--- src/rtl/sfp_ctrl_pkg.sv ---
// Shared constants for the SFP back-end sequencer: state encoding and default geometry
// used by the core controller and the SFP datapath.
package sfp_ctrl_pkg;

    localparam int unsigned SFP_ROWS   = 8;
    localparam int unsigned SFP_ADDR_W = 4;

    localparam logic [2:0] ST_IDLE  = 3'd0;
    localparam logic [2:0] ST_ACCUM = 3'd1;
    localparam logic [2:0] ST_SYNC  = 3'd2;
    localparam logic [2:0] ST_DIV   = 3'd3;
    localparam logic [2:0] ST_WRITE = 3'd4;
    localparam logic [2:0] ST_DONE  = 3'd5;

endpackage

--- src/rtl/sfp_sync_timer.sv ---
// SYNC wait timer: cleared by load, counts enabled cycles, flags expire on the
// TIMEOUT-th consecutive enabled cycle. Only built with SFP_SYNC_TIMEOUT_EN.
module sfp_sync_timer #(
    parameter int unsigned TIMEOUT = 64
) (
    input  logic clk,
    input  logic reset,
    input  logic load,
    input  logic en,
    output logic expire
);

    localparam int unsigned CW = $clog2(TIMEOUT + 1);

    logic [CW-1:0] cnt_q, cnt_d;

    always_comb begin
        expire = en && (cnt_q == CW'(TIMEOUT - 1));
        cnt_d  = cnt_q;
        if (load) begin
            cnt_d = '0;
        end else if (en && !expire) begin
            cnt_d = cnt_q + 1'b1;
        end
    end

    always_ff @(posedge clk) begin
        if (reset) begin
            cnt_q <= '0;
        end else begin
            cnt_q <= cnt_d;
        end
    end

endmodule

--- src/rtl/sfp_ctrl.sv ---
// SFP sequencer: OFIFO drain into the accumulator, peer partial-sum exchange, then per-row
// divide and PMEM write. Optional SYNC timeout is enabled with macro SFP_SYNC_TIMEOUT_EN.
module sfp_ctrl
    import sfp_ctrl_pkg::*;
#(
    parameter int unsigned ROWS    = SFP_ROWS,
    parameter int unsigned ADDR_W  = SFP_ADDR_W,
    parameter int unsigned TIMEOUT = 64
) (
    input  logic              clk,
    input  logic              reset,
    input  logic              start,
    input  logic              ofifo_valid,
    output logic              ofifo_rd,
    output logic              acc,
    output logic              sum_out_valid,
    input  logic              sum_in_valid,
    output logic              div,
    output logic [ADDR_W-1:0] sfp_row,
    output logic              pmem_wr,
    output logic [ADDR_W-1:0] pmem_add,
    output logic              busy,
    output logic              done,
    output logic              sync_timeout
);

    localparam logic [ADDR_W:0] ROWS_C = (ADDR_W + 1)'(ROWS);
    localparam logic [ADDR_W:0] LAST_C = (ADDR_W + 1)'(ROWS - 1);

    logic [2:0]        state_q, state_d;
    logic [ADDR_W:0]   rd_cnt_q, rd_cnt_d;
    logic [ADDR_W:0]   row_q, row_d;
    logic              peer_seen_q, peer_seen_d;
    logic              acc_q, acc_d;
    logic [ADDR_W-1:0] sfp_row_q, sfp_row_d;
    logic [ADDR_W-1:0] pmem_add_q, pmem_add_d;
    logic              timer_expire;

    always_comb begin
        state_d       = state_q;
        rd_cnt_d      = rd_cnt_q;
        row_d         = row_q;
        peer_seen_d   = peer_seen_q;
        ofifo_rd      = 1'b0;
        sum_out_valid = 1'b0;
        div           = 1'b0;
        pmem_wr       = 1'b0;
        unique case (state_q)
            ST_IDLE: begin
                rd_cnt_d    = '0;
                row_d       = '0;
                peer_seen_d = 1'b0;
                if (start) state_d = ST_ACCUM;
            end
            ST_ACCUM: begin
                ofifo_rd = ofifo_valid && (rd_cnt_q < ROWS_C);
                if (ofifo_rd) rd_cnt_d = rd_cnt_q + 1'b1;
                if (sum_in_valid) peer_seen_d = 1'b1;
                // Leave only once the last read's accumulate strobe is on the output.
                if (rd_cnt_q == ROWS_C && acc_q) state_d = ST_SYNC;
            end
            ST_SYNC: begin
                sum_out_valid = 1'b1;
                if (sum_in_valid) peer_seen_d = 1'b1;
                if (sum_in_valid || peer_seen_q || timer_expire) state_d = ST_DIV;
            end
            ST_DIV: begin
                div     = 1'b1;
                state_d = ST_WRITE;
            end
            ST_WRITE: begin
                pmem_wr = 1'b1;
                if (row_q == LAST_C) begin
                    state_d = ST_DONE;
                end else begin
                    row_d   = row_q + 1'b1;
                    state_d = ST_DIV;
                end
            end
            ST_DONE:  state_d = ST_IDLE;
            default:  state_d = ST_IDLE;
        endcase
        acc_d      = ofifo_rd;
        sfp_row_d  = (state_q == ST_DIV)   ? row_q[ADDR_W-1:0] : sfp_row_q;
        pmem_add_d = (state_q == ST_WRITE) ? row_q[ADDR_W-1:0] : pmem_add_q;
    end

    assign acc      = acc_q;
    assign sfp_row  = sfp_row_d;
    assign pmem_add = pmem_add_d;
    assign busy     = (state_q != ST_IDLE);
    assign done     = (state_q == ST_DONE);

    always_ff @(posedge clk) begin
        if (reset) begin
            state_q     <= ST_IDLE;
            rd_cnt_q    <= '0;
            row_q       <= '0;
            peer_seen_q <= 1'b0;
            acc_q       <= 1'b0;
            sfp_row_q   <= '0;
            pmem_add_q  <= '0;
        end else begin
            state_q     <= state_d;
            rd_cnt_q    <= rd_cnt_d;
            row_q       <= row_d;
            peer_seen_q <= peer_seen_d;
            acc_q       <= acc_d;
            sfp_row_q   <= sfp_row_d;
            pmem_add_q  <= pmem_add_d;
        end
    end

`ifdef SFP_SYNC_TIMEOUT_EN
    logic sync_wait;
    logic sync_timeout_q, sync_timeout_d;

    assign sync_wait = (state_q == ST_SYNC) && !(sum_in_valid || peer_seen_q);

    sfp_sync_timer #(
        .TIMEOUT(TIMEOUT)
    ) u_sync_timer (
        .clk   (clk),
        .reset (reset),
        .load  (state_q != ST_SYNC),
        .en    (sync_wait),
        .expire(timer_expire)
    );

    always_comb begin
        sync_timeout_d = sync_timeout_q;
        if (state_q == ST_IDLE && start) begin
            sync_timeout_d = 1'b0;
        end else if (sync_wait && timer_expire) begin
            sync_timeout_d = 1'b1;
        end
    end

    always_ff @(posedge clk) begin
        if (reset) begin
            sync_timeout_q <= 1'b0;
        end else begin
            sync_timeout_q <= sync_timeout_d;
        end
    end

    assign sync_timeout = sync_timeout_q;
`else
    logic unused_timeout;
    assign unused_timeout = ^TIMEOUT;
    assign timer_expire   = 1'b0;
    assign sync_timeout   = 1'b0;
`endif

endmodule

--- config.mk ---
export PLATFORM = sky130hd
export DESIGN_NAME = sfp_ctrl
export DESIGN_NICKNAME = d
export VERILOG_FILES = /design/src/rtl/sfp_ctrl_pkg.sv /design/src/rtl/sfp_sync_timer.sv /design/src/rtl/sfp_ctrl.sv
export SDC_FILE = /design/constraint.sdc
export NUM_CORES = 1
export LEC_CHECK = 0
export ABC_CLOCK_PERIOD_IN_PS = 1430
export BUFFER_PORTS_ARGS = -buffer_cell sky130_fd_sc_hd__buf_4
export CORE_AREA = 2 2 62 64
export CTS_BUF_LIST = sky130_fd_sc_hd__clkbuf_2
export CTS_CLUSTER_DIAMETER = 50
export DETAILED_ROUTE_END_ITERATION = 7
export DIE_AREA = 0 0 64 66
export GPL_ROUTABILITY_DRIVEN = 0
export PLACE_DENSITY_LB_ADDON = 0.1
export SLEW_MARGIN = 25
export SYNTH_ARGS = -nofsm -noshare
export SYNTH_HDL_FRONTEND = slang
export SYNTH_SLANG_ARGS = --single-unit
--- constraint.sdc ---
create_clock -name clk -period 1.43 [get_ports clk]
set_clock_uncertainty 0.05 [all_clocks]
set_input_delay 0.143 -clock clk [delete_from_list [all_inputs] [get_ports clk]]
set_output_delay 0.143 -clock clk [all_outputs]
set_load 0.02 [all_outputs]
# Yosys cells after proc, flatten, opt, wreduce, memory -nomap -nowiden
# Index checks and enable logic that the tools add are counted.
# word_totals
inputBits	5
register_bits	23
out_inout_bits	16
# classes
n_addsub	2
n_eq_ne	13
n_mux	17
order_cmp	1
n_reduce_logical	13
# op_table
op	n
one-hot mux 5 bit (2 select lines)	2
one-hot mux 3 bit (5 select lines)	1
two-way mux 3 bit	4
adder 5 x 1 -> 5 bit, second input constant	2
two-way mux 5 bit	2
!= test 2 bit, second input constant	5
two-way mux 4 bit	2
== test 3 x 2 -> 1 bit, second input constant	2
== test 3 bit, second input constant	2
AND reduction 2 bit	3
nonzero test 2 bit	3
== test 5 x 3 -> 1 bit, second input constant	1
== test 5 x 4 -> 1 bit, second input constant	1
< comparator 5 x 4 -> 1 bit, second input constant	1
two-way mux 1 bit	5
== test 3 x 1 -> 1 bit, second input constant	1
zero test 3 bit	1
AND reduction 3 bit	1
nonzero test 3 bit	1
logical AND 1 bit	2
!= test 2 x 1 -> 1 bit, second input constant	1
one-hot mux 1 bit (2 select lines)	1
OR reduction 2 bit	1
logical OR 1 bit	1

# Longest topological paths before layout
# Gate-level depths: netlist (run 1).
# logic_depth
depth_word	4
depth_mapped	5
mapped_depth_nobuf	5

# Worst setup path before layout (run 1)
# Ideal clock, no wire load.
# synth_timing
kind	reg-to-reg
startpoint	register row_q[0]
endpoint	register row_q[3]
stages_incl_launch_ff	5
n_path_buf	0
arrival_time_ps	1380
path_slack_ps	-72
synth_period_minus_slack_ps	1502
required_ps	1308
path_cell_list	dfxtp_1 -> ha_1 -> or4bb_4 -> nand3_1 -> mux2i_1
# synth_between
elab_chain_len	3
# synth_rtl
item	line	rtl
start: declaration	sfp_ctrl.sv:32	logic [ADDR_W:0] row_q, row_d;
start signal: assignment	sfp_ctrl.sv:106	row_q <= row_d;
adder 5 x 1 -> 5 bit or == test 5 x 3 -> 1 bit (tied branches)	sfp_ctrl.sv:76, sfp_ctrl.sv:73	
two-way mux 5 bit or != test 2 bit (tied branches)	-	
one-hot mux 5 bit (2 select lines) or AND reduction 2 bit (tied branches)	-	
# Parallel ways exist; a longest one is shown, timed or not. The select of a mux whose other input is x is not followed.
# A chain may end at the register's enable or synchronous reset.

# Worst setup path after layout (run 1)
# layout_timing
startpoint	register state_q[0]
endpoint	output port pmem_add[2]
# layout_between
elab_chain_len	2
# layout_rtl
item	line	rtl
start: declaration	sfp_ctrl.sv:30	logic [2:0] state_q, state_d;
start signal: assignment	sfp_ctrl.sv:104	state_q <= state_d;
== test 3 bit	sfp_ctrl.sv:85	pmem_add_d = (state_q == ST_WRITE) ? row_q[ADDR_W-1:0] : pmem_add_q;
two-way mux 4 bit	sfp_ctrl.sv:85	
end: declaration	sfp_ctrl.sv:21	output logic [ADDR_W-1:0] pmem_add,
# No other way between the ends.

==> metrics.md, run 1 <==
| Metric | Value |
|---|---|
| Vias in the first global route | `1086` |
| Worst r2r path cells | `5` |
| Multi-input logic area | `739 µm²` |
| Core Region | `3550 µm²` |
| DRT Wirelength | `3.07 mm` |
| DR WL/cell | `13.8 µm` |
| Root Buffer Master | `clkbuf_2` |
| H-tree depth | `1` |
| Port buffer count | `19` |
| Max Fclk | `0.568 GHz` |
| FF-to-FF Start | `state_q[0]$_SDFFE_PP0P_` |
| Ports | `21` |
| Cells after Synth | `131` |
| WP data arrival | `1570 ps` |
| Area grow syn2layout | `48.6%` |
| Inserted Clock Buffers | `3` |
| Setup Viol. Count Final | `14` |
| DRC Markers | `0` |
| Crit Path Max Fanout | `5` |
| CP startpoint kind | `register` |
| Post-DP Area | `1490 µm²` |
| Ys flop type | `dfxtp_1` |
| Die Wd | `64 µm` |
| Power Density | `592 nW/µm²` |
| Number of synthesized register bits | `23` |
| Area leader, netlist | `dfxtp_1` |
| Mean number of vias per cell | `5.07` |
| Critical path's largest stage delay | `410 ps` |
| Gr ovfl total | `0` |
| Pre-antenna DRT Iters | `4` |
| 1st-iter DRT viols | `46` |
| Critical hold path startpoint | `sum_in_valid` |
| Site row count | `22` |
| Critical path, cell by cell | `nor3b_4, buf_6, mux2_4, buf_6` |
| Total negative slack | `-3150 ps` |
| Count of cell types in the netlist | `40` |
| First-pass GRT wire length | `5.11 mm` |
| Fin Hold WS | `18.7 ps` |
| Critical path capture point type | `primary output` |
| Critical Path RT | `1240 ps` |
| Largest cells by area after synthesis | `dfxtp_1 38%, and2_1 5.2%, mux2_4 5.0%` |
| CTS clk-pin slew, worst paths | `210 ps` |
| Sequential element share of the synthesized area | `38.1%` |
| Die Area | `4220 µm²` |
| Antenna Cells | `0` |
| Slew Viols, Final | `0` |
| Clock sinks | `23` |
| GRT Util Overall | `15.5%` |
| Slowest stage cell, crit path | `dfxtp_4` |
| Status | `complete, but fails checks` |
| CTS tree | `yes` |
| Hpwl dp | `2.10 mm` |
| FILL cells | `345` |
| Crit share post-route | `123%` |
| Most frequent cell on the critical path | `buf_6` |
| Syn Nets | `139` |
| Die H | `66 µm` |
| Synth warn | `0` |
| Hold Vio Cnt, Final | `0` |
| Hold path depth | `3` |
| Pleak | `0.784 nW` |
| Number of synthesized flops with an enable pin | `0` |
| Final net count | `184` |
| R2r setup slk | `-30 ps` |
| RR Endpoint | `pmem_add_q[2]$_SDFF_PP0_` |
| Initial antenna violation count | `0` |
| Initial core utilization | `34.0%` |
| Hold Crit Class | `in2reg` |
| Final min period | `1760 ps` |
| Syn Area/Cell | `9.22 µm²` |
| Failing checks | `setup timing` |
| Largest net degree at the start of global routing | `14` |
| Max-cap violations | `0` |
| Syn Std Cell Area | `1210 µm²` |
| RSZ-0062 raised after global routing | `yes` |
| Final ANT Viol Nets | `0` |
| Register Area | `477 µm²` |
| Post-synth top area share | `38.1%` |
| Clock Latency Late Sink | `320 ps` |
| Setup CP Type | `reg2out` |
| Post-route cell area | `1790 µm²` |
| Worst vdd rail ir drop | `0.390 mV` |
| Post-synthesis async set-or-reset flop share | `0%` |
| Share of layout cells above drive strength 1 | `48.6%` |
| Clock Tree Buf Depth | `2` |
| Final Core Density | `50.5%` |
| Routed via count | `1130` |
| Final Worst Setup Slack | `-331 ps` |
| Hold endpoint | `peer_seen_q$_SDFFE_PP0P_` |
[worst max path at each step]
stage,cells past startpoint,from,to
floorplan,4,row_q[0]$_SDFFE_PP0P_,row_q[3]$_SDFFE_PP0P_
global placement,4,row_q[0]$_SDFFE_PP0P_,row_q[3]$_SDFFE_PP0P_
detailed placement,4,row_q[0]$_SDFFE_PP0P_,row_q[2]$_SDFFE_PP0P_
CTS,4,state_q[1]$_SDFFE_PP0P_,sfp_row[3]
global route,4,state_q[0]$_SDFFE_PP0P_,pmem_add[2]
finish,4,state_q[0]$_SDFFE_PP0P_,pmem_add[2]
[timing repair]
item,CTS,global route
pin swaps,4,8
hold endpoints to repair,7,0
gates cloned,1,0
resized for setup,17,30
buffers inserted,1,13
hold buffers,1,0
setup endpoints to repair,18,23
[flip-flops by register name (all words and copies together) (netlist names)]
name and count:
peer_seen_q 1, pmem_add_q 4, state_q 3, rd_cnt_q 5
acc 1, row_q 5, sfp_row_q 4
[area by class of cell]
| type | instances | area share (%) |
|---|---|---|
| Multi-Input combinational cell | 91 | 41.2 |
| Timing Repair Buffer | 50 | 26.2 |
| Sequential cell | 23 | 26.6 |
| Inverter | 7 | 1.60 |
| Clock buffer | 4 | 1.12 |
| Tap cell | 48 | 3.35 |
[cell usage in the layout, fill, tap and decap left out, types with 2 or more instances in the layout]
cell type	n
a21oi_1	4
a31oi_1	7
and2_1	10
and3_1	2
buf_4	29
buf_6	17
buf_8	2
clkbuf_2	4
dfxtp_1	16
dfxtp_2	4
dfxtp_4	3
ha_1	2
inv_1	5
mux2_4	8
mux2i_1	2
nand2_1	5
nand3_1	8
nand3_2	2
nand3b_1	3
nand4_1	3
nor2_1	2
nor3_1	2
o21ai_0	7
[critical path, delay by kind of cell, from the launching register on]
kind / cells / cell delay (ps)
and+or+nand+nor: 1 / 220
DFF: 1 / 410
muxes: 1 / 320
buffers and inverters: 2 / 290
[synth_stat cells (2+ instances only)]
master,number
dfxtp_1,23
and2_1,10
nand3_1,10
a31oi_1,7
inv_1,7
o21ai_0,7
nand2_1,5
a21oi_1,4
mux2_2,4
mux2_4,4
and3_1,3
buf_2,3
buf_4,3
clkbuf_1,3
ha_1,3
nand3b_1,3
nand4_1,3
nor2_1,3
nor3_1,3
mux2i_1,2
nor3b_1,2
[report_power, final]
part / switching, mW / internal, mW
registers: 0.00746 / 0.644
clock network: 0.191 / 0.0740
logic: 0.0683 / 0.0760
[cell families after synthesis]
family	after synthesis	share of synthesized area (%)
compound gates	24	12.3
fa+ha+maj	3	3.11
buf+inv	17	7.15
flops	23	38.1
mux	10	10.4
other cells	1	0.311
simple gates	53	28.6
[through the flow]
stage                     setup slack (ps)  std cells  power, mW
after global routing                  -404        223       1.12
after global placement               -4.63        204      0.770
after detailed placement             -58.8        204      0.772
after floorplan                      -22.6        131      0.730
final                                 -331        223       1.06
after CTS                             -334        211       1.05
[per-layer routing]
metal | up-vias | GRT usage [%] | share of wire [%]
li1 | 554 | - | -
met1 | 556 | 19.4 | 47
met2 | 18 | 26.3 | 50
met3 | 2 | 2.39 | 3.0
met4 | 0 | 6.79 | 0.72
met5 | - | 0 | 0
Note: power is estimated with default switching activity, not from simulation.
==> inputs of run 2 (changes only) <==
==> constraint.sdc (replaced) <==
create_clock -name clk -period 1.43 [get_ports clk]
set_clock_uncertainty 0.05 [all_clocks]
set_input_delay 0.286 -clock clk [delete_from_list [all_inputs] [get_ports clk]]
set_output_delay 0.286 -clock clk [all_outputs]
set_load 0.02 [all_outputs]
==> run 2 against run 1 <==
The flow still finishes with violations (setup timing). Highest routed layer unchanged. Sequential power is essentially flat. Largest power group unchanged. Critical endpoint is now pmem_add[1]. Critical path depth stayed put. Design area increased by 1.7%. Core utilization up 0.85 points. Worst setup slack worse by 95 ps.
==> metrics.md, run 2 (synthesis results as in run 1) <==
| Metric | Value |
|---|---|
| Critical Path RT | `1090 ps (was 1240 ps)` |
| Setup Viol. Count Final | `17 (was 14)` |
| Total negative slack | `-4880 ps (was -3150 ps)` |
| Setup CP Type | `reg2out (unchanged)` |
| FILL cells | `365 (was 345)` |
| Mean number of vias per cell | `4.98 (was 5.07)` |
| RSZ-0062 raised after global routing | `yes (unchanged)` |
| Initial antenna violation count | `0 (unchanged)` |
| Pre-antenna DRT Iters | `4 (unchanged)` |
| Status | `complete, but fails checks (unchanged)` |
| Slew Viols, Final | `0 (unchanged)` |
| Crit share post-route | `130% (was 123%)` |
| Sw frac | `26.0% (was 25.2%)` |
| Commonest non-fill, non-tap cells in the layout | `24 x buf_4, 24 x buf_6, 18 x dfxtp_1 (was 29 x buf_4, 17 x buf_6, 16 x dfxtp_1)` |
| Multi-input logic area | `774 µm² (was 739 µm²)` |
| Power Density | `582 nW/µm² (was 592 nW/µm²)` |
| Port buffer count | `19 (unchanged)` |
| Post-route cell area | `1820 µm² (was 1790 µm²)` |
| CP startpoint kind | `register (unchanged)` |
| DR WL/cell | `13.9 µm (was 13.8 µm)` |
| Register Area | `469 µm² (was 477 µm²)` |
| Top Registers | `rd_cnt_q: 5 flops, row_q: 5 flops (unchanged)` |
| Final ANT Viol Nets | `0 (unchanged)` |
| Worst vdd rail ir drop | `0.393 mV (was 0.390 mV)` |
| H-tree depth | `1 (unchanged)` |
| Ports | `21 (unchanged)` |
| Fin Hold WS | `98.5 ps (was 18.7 ps)` |
| Max-cap violations | `0 (unchanged)` |
| Largest net degree at the start of global routing | `13 (was 14)` |
| Site row count | `22 (unchanged)` |
| Post-DP Area | `1520 µm² (was 1490 µm²)` |
| DRT Wirelength | `3.08 mm (was 3.07 mm)` |
| Hold Crit Class | `in2reg (unchanged)` |
| Die Area | `4220 µm² (unchanged)` |
| Clock sinks | `23 (unchanged)` |
| Inserted Clock Buffers | `3 (unchanged)` |
| Max Fclk | `0.539 GHz (was 0.568 GHz)` |
| Hold Vio Cnt, Final | `0 (unchanged)` |
| Area grow syn2layout | `51.1% (was 48.6%)` |
| Clock share of power | `25.9% (was 25.0%)` |
| Crit Path Max Fanout | `5 (unchanged)` |
| Pleak | `0.795 nW (was 0.784 nW)` |
| Vias in the first global route | `1069 (was 1086)` |
| Final net count | `183 (was 184)` |
| Root Buffer Master | `clkbuf_2 (unchanged)` |
| Sw Pwr | `0.276 mW (was 0.267 mW)` |
| Hpwl dp | `2.17 mm (was 2.10 mm)` |
| Critical path capture point type | `primary output (unchanged)` |
| Seq pwr share | `61.5% (was 61.4%)` |
| Die Wd | `64 µm (unchanged)` |
| Share of layout cells above drive strength 1 | `51.7% (was 48.6%)` |
| R2r setup slk | `-20 ps (was -30 ps)` |
| Final Worst Setup Slack | `-426 ps (was -331 ps)` |
| CTS clk-pin slew, worst paths | `220 ps (was 210 ps)` |
| Clock Latency Late Sink | `340 ps (was 320 ps)` |
| Gr ovfl total | `0 (unchanged)` |
| Clock Tree Buf Depth | `2 (unchanged)` |
| CTS tree | `yes (unchanged)` |
| Post-route insts no fill | `222 (was 223)` |
| GRT Util Overall | `16.0% (was 15.5%)` |
| Placed cell count | `206 (was 204)` |
| Core Region | `3550 µm² (unchanged)` |
| First-pass GRT wire length | `5.23 mm (was 5.11 mm)` |
| Initial core utilization | `34.0% (unchanged)` |
| Routed via count | `1105 (was 1130)` |
| Die H | `66 µm (unchanged)` |
| Cell internal pwr | `0.785 mW (was 0.794 mW)` |
| Failing checks | `setup timing (unchanged)` |
| Antenna Cells | `0 (unchanged)` |
| DRC Markers | `0 (unchanged)` |
| Final min period | `1860 ps (was 1760 ps)` |
| Combinational share of power | `12.7% (was 13.6%)` |
| WP data arrival | `1520 ps (was 1570 ps)` |
| 1st-iter DRT viols | `44 (was 46)` |
## run 2: cell count changes in the layout (fill, tap and decap cells not counted), sizes merged
cell	previous run	this run
inv	7	6
dlygate4sd3	1	0
clkinvlp	0	1
## run 2: worst paths after layout
path | from | to | cells after the start
max | state_q[2]$_SDFFE_PP0P_ | pmem_add[1] | 4
max reg2reg | row_q[1]$_SDFFE_PP0P_ | row_q[2]$_SDFFE_PP0P_ | 5
min reg2reg | rd_cnt_q[3]$_SDFFE_PP0P_ | rd_cnt_q[3]$_SDFFE_PP0P_ | 2
min | reset | state_q[0]$_SDFFE_PP0P_ | 2
## run 2: worst max-delay path: stages (launching register included)
cell	delay [ps]
dfxtp_2	400
nor3b_2	160
buf_4	170
mux2_4	310
buf_6	130
## run 2: cell type report
cell class | instances | area share [%]
tap | 48 | 3.29
inverter | 7 | 1.92
sequential | 23 | 25.7
multi-input combinational | 91 | 42.5
timing repair buffer | 49 | 25.5
clock buffer | 4 | 1.10
## run 2: repair_timing
item                       CTS  global route
setup endpoints to repair   16            25
gates resized for setup     33            24
hold endpoints to repair     0             0
hold buffers                 0             0
pin swaps                    7             6
buffers inserted             8             6
## run 2: layer usage
metal / vias to the layer above / GRT usage (%) / part of all wire [%]
met1: 536 / 20.9 / 49
met2: 14 / 25.9 / 47
met3: 2 / 4.60 / 3.6
li1: 553 / - / -
met4: 0 / 4.08 / 0.46
met5: - / 0 / 0
## run 2: power by group through the flow
stage | clock (mW) | sequential (mW) | combinational (mW)
after global placement | 0 | 0.665 | 0.104
after global routing | 0.317 | 0.654 | 0.145
final | 0.274 | 0.652 | 0.134
after floorplan | 0 | 0.666 | 0.0647
after CTS | 0.291 | 0.654 | 0.119
after detailed placement | 0 | 0.666 | 0.106
## run 2: metrics by stage
stage               total power [mW]  setup slack (ps)  util (%)
floorplan                      0.730             -20.4         -
global placement               0.770             -56.2      42.7
detailed placement             0.771             -59.6      42.7
CTS                             1.06              -447      48.0
global route                    1.12              -529      51.4
finish                          1.06              -426      51.4
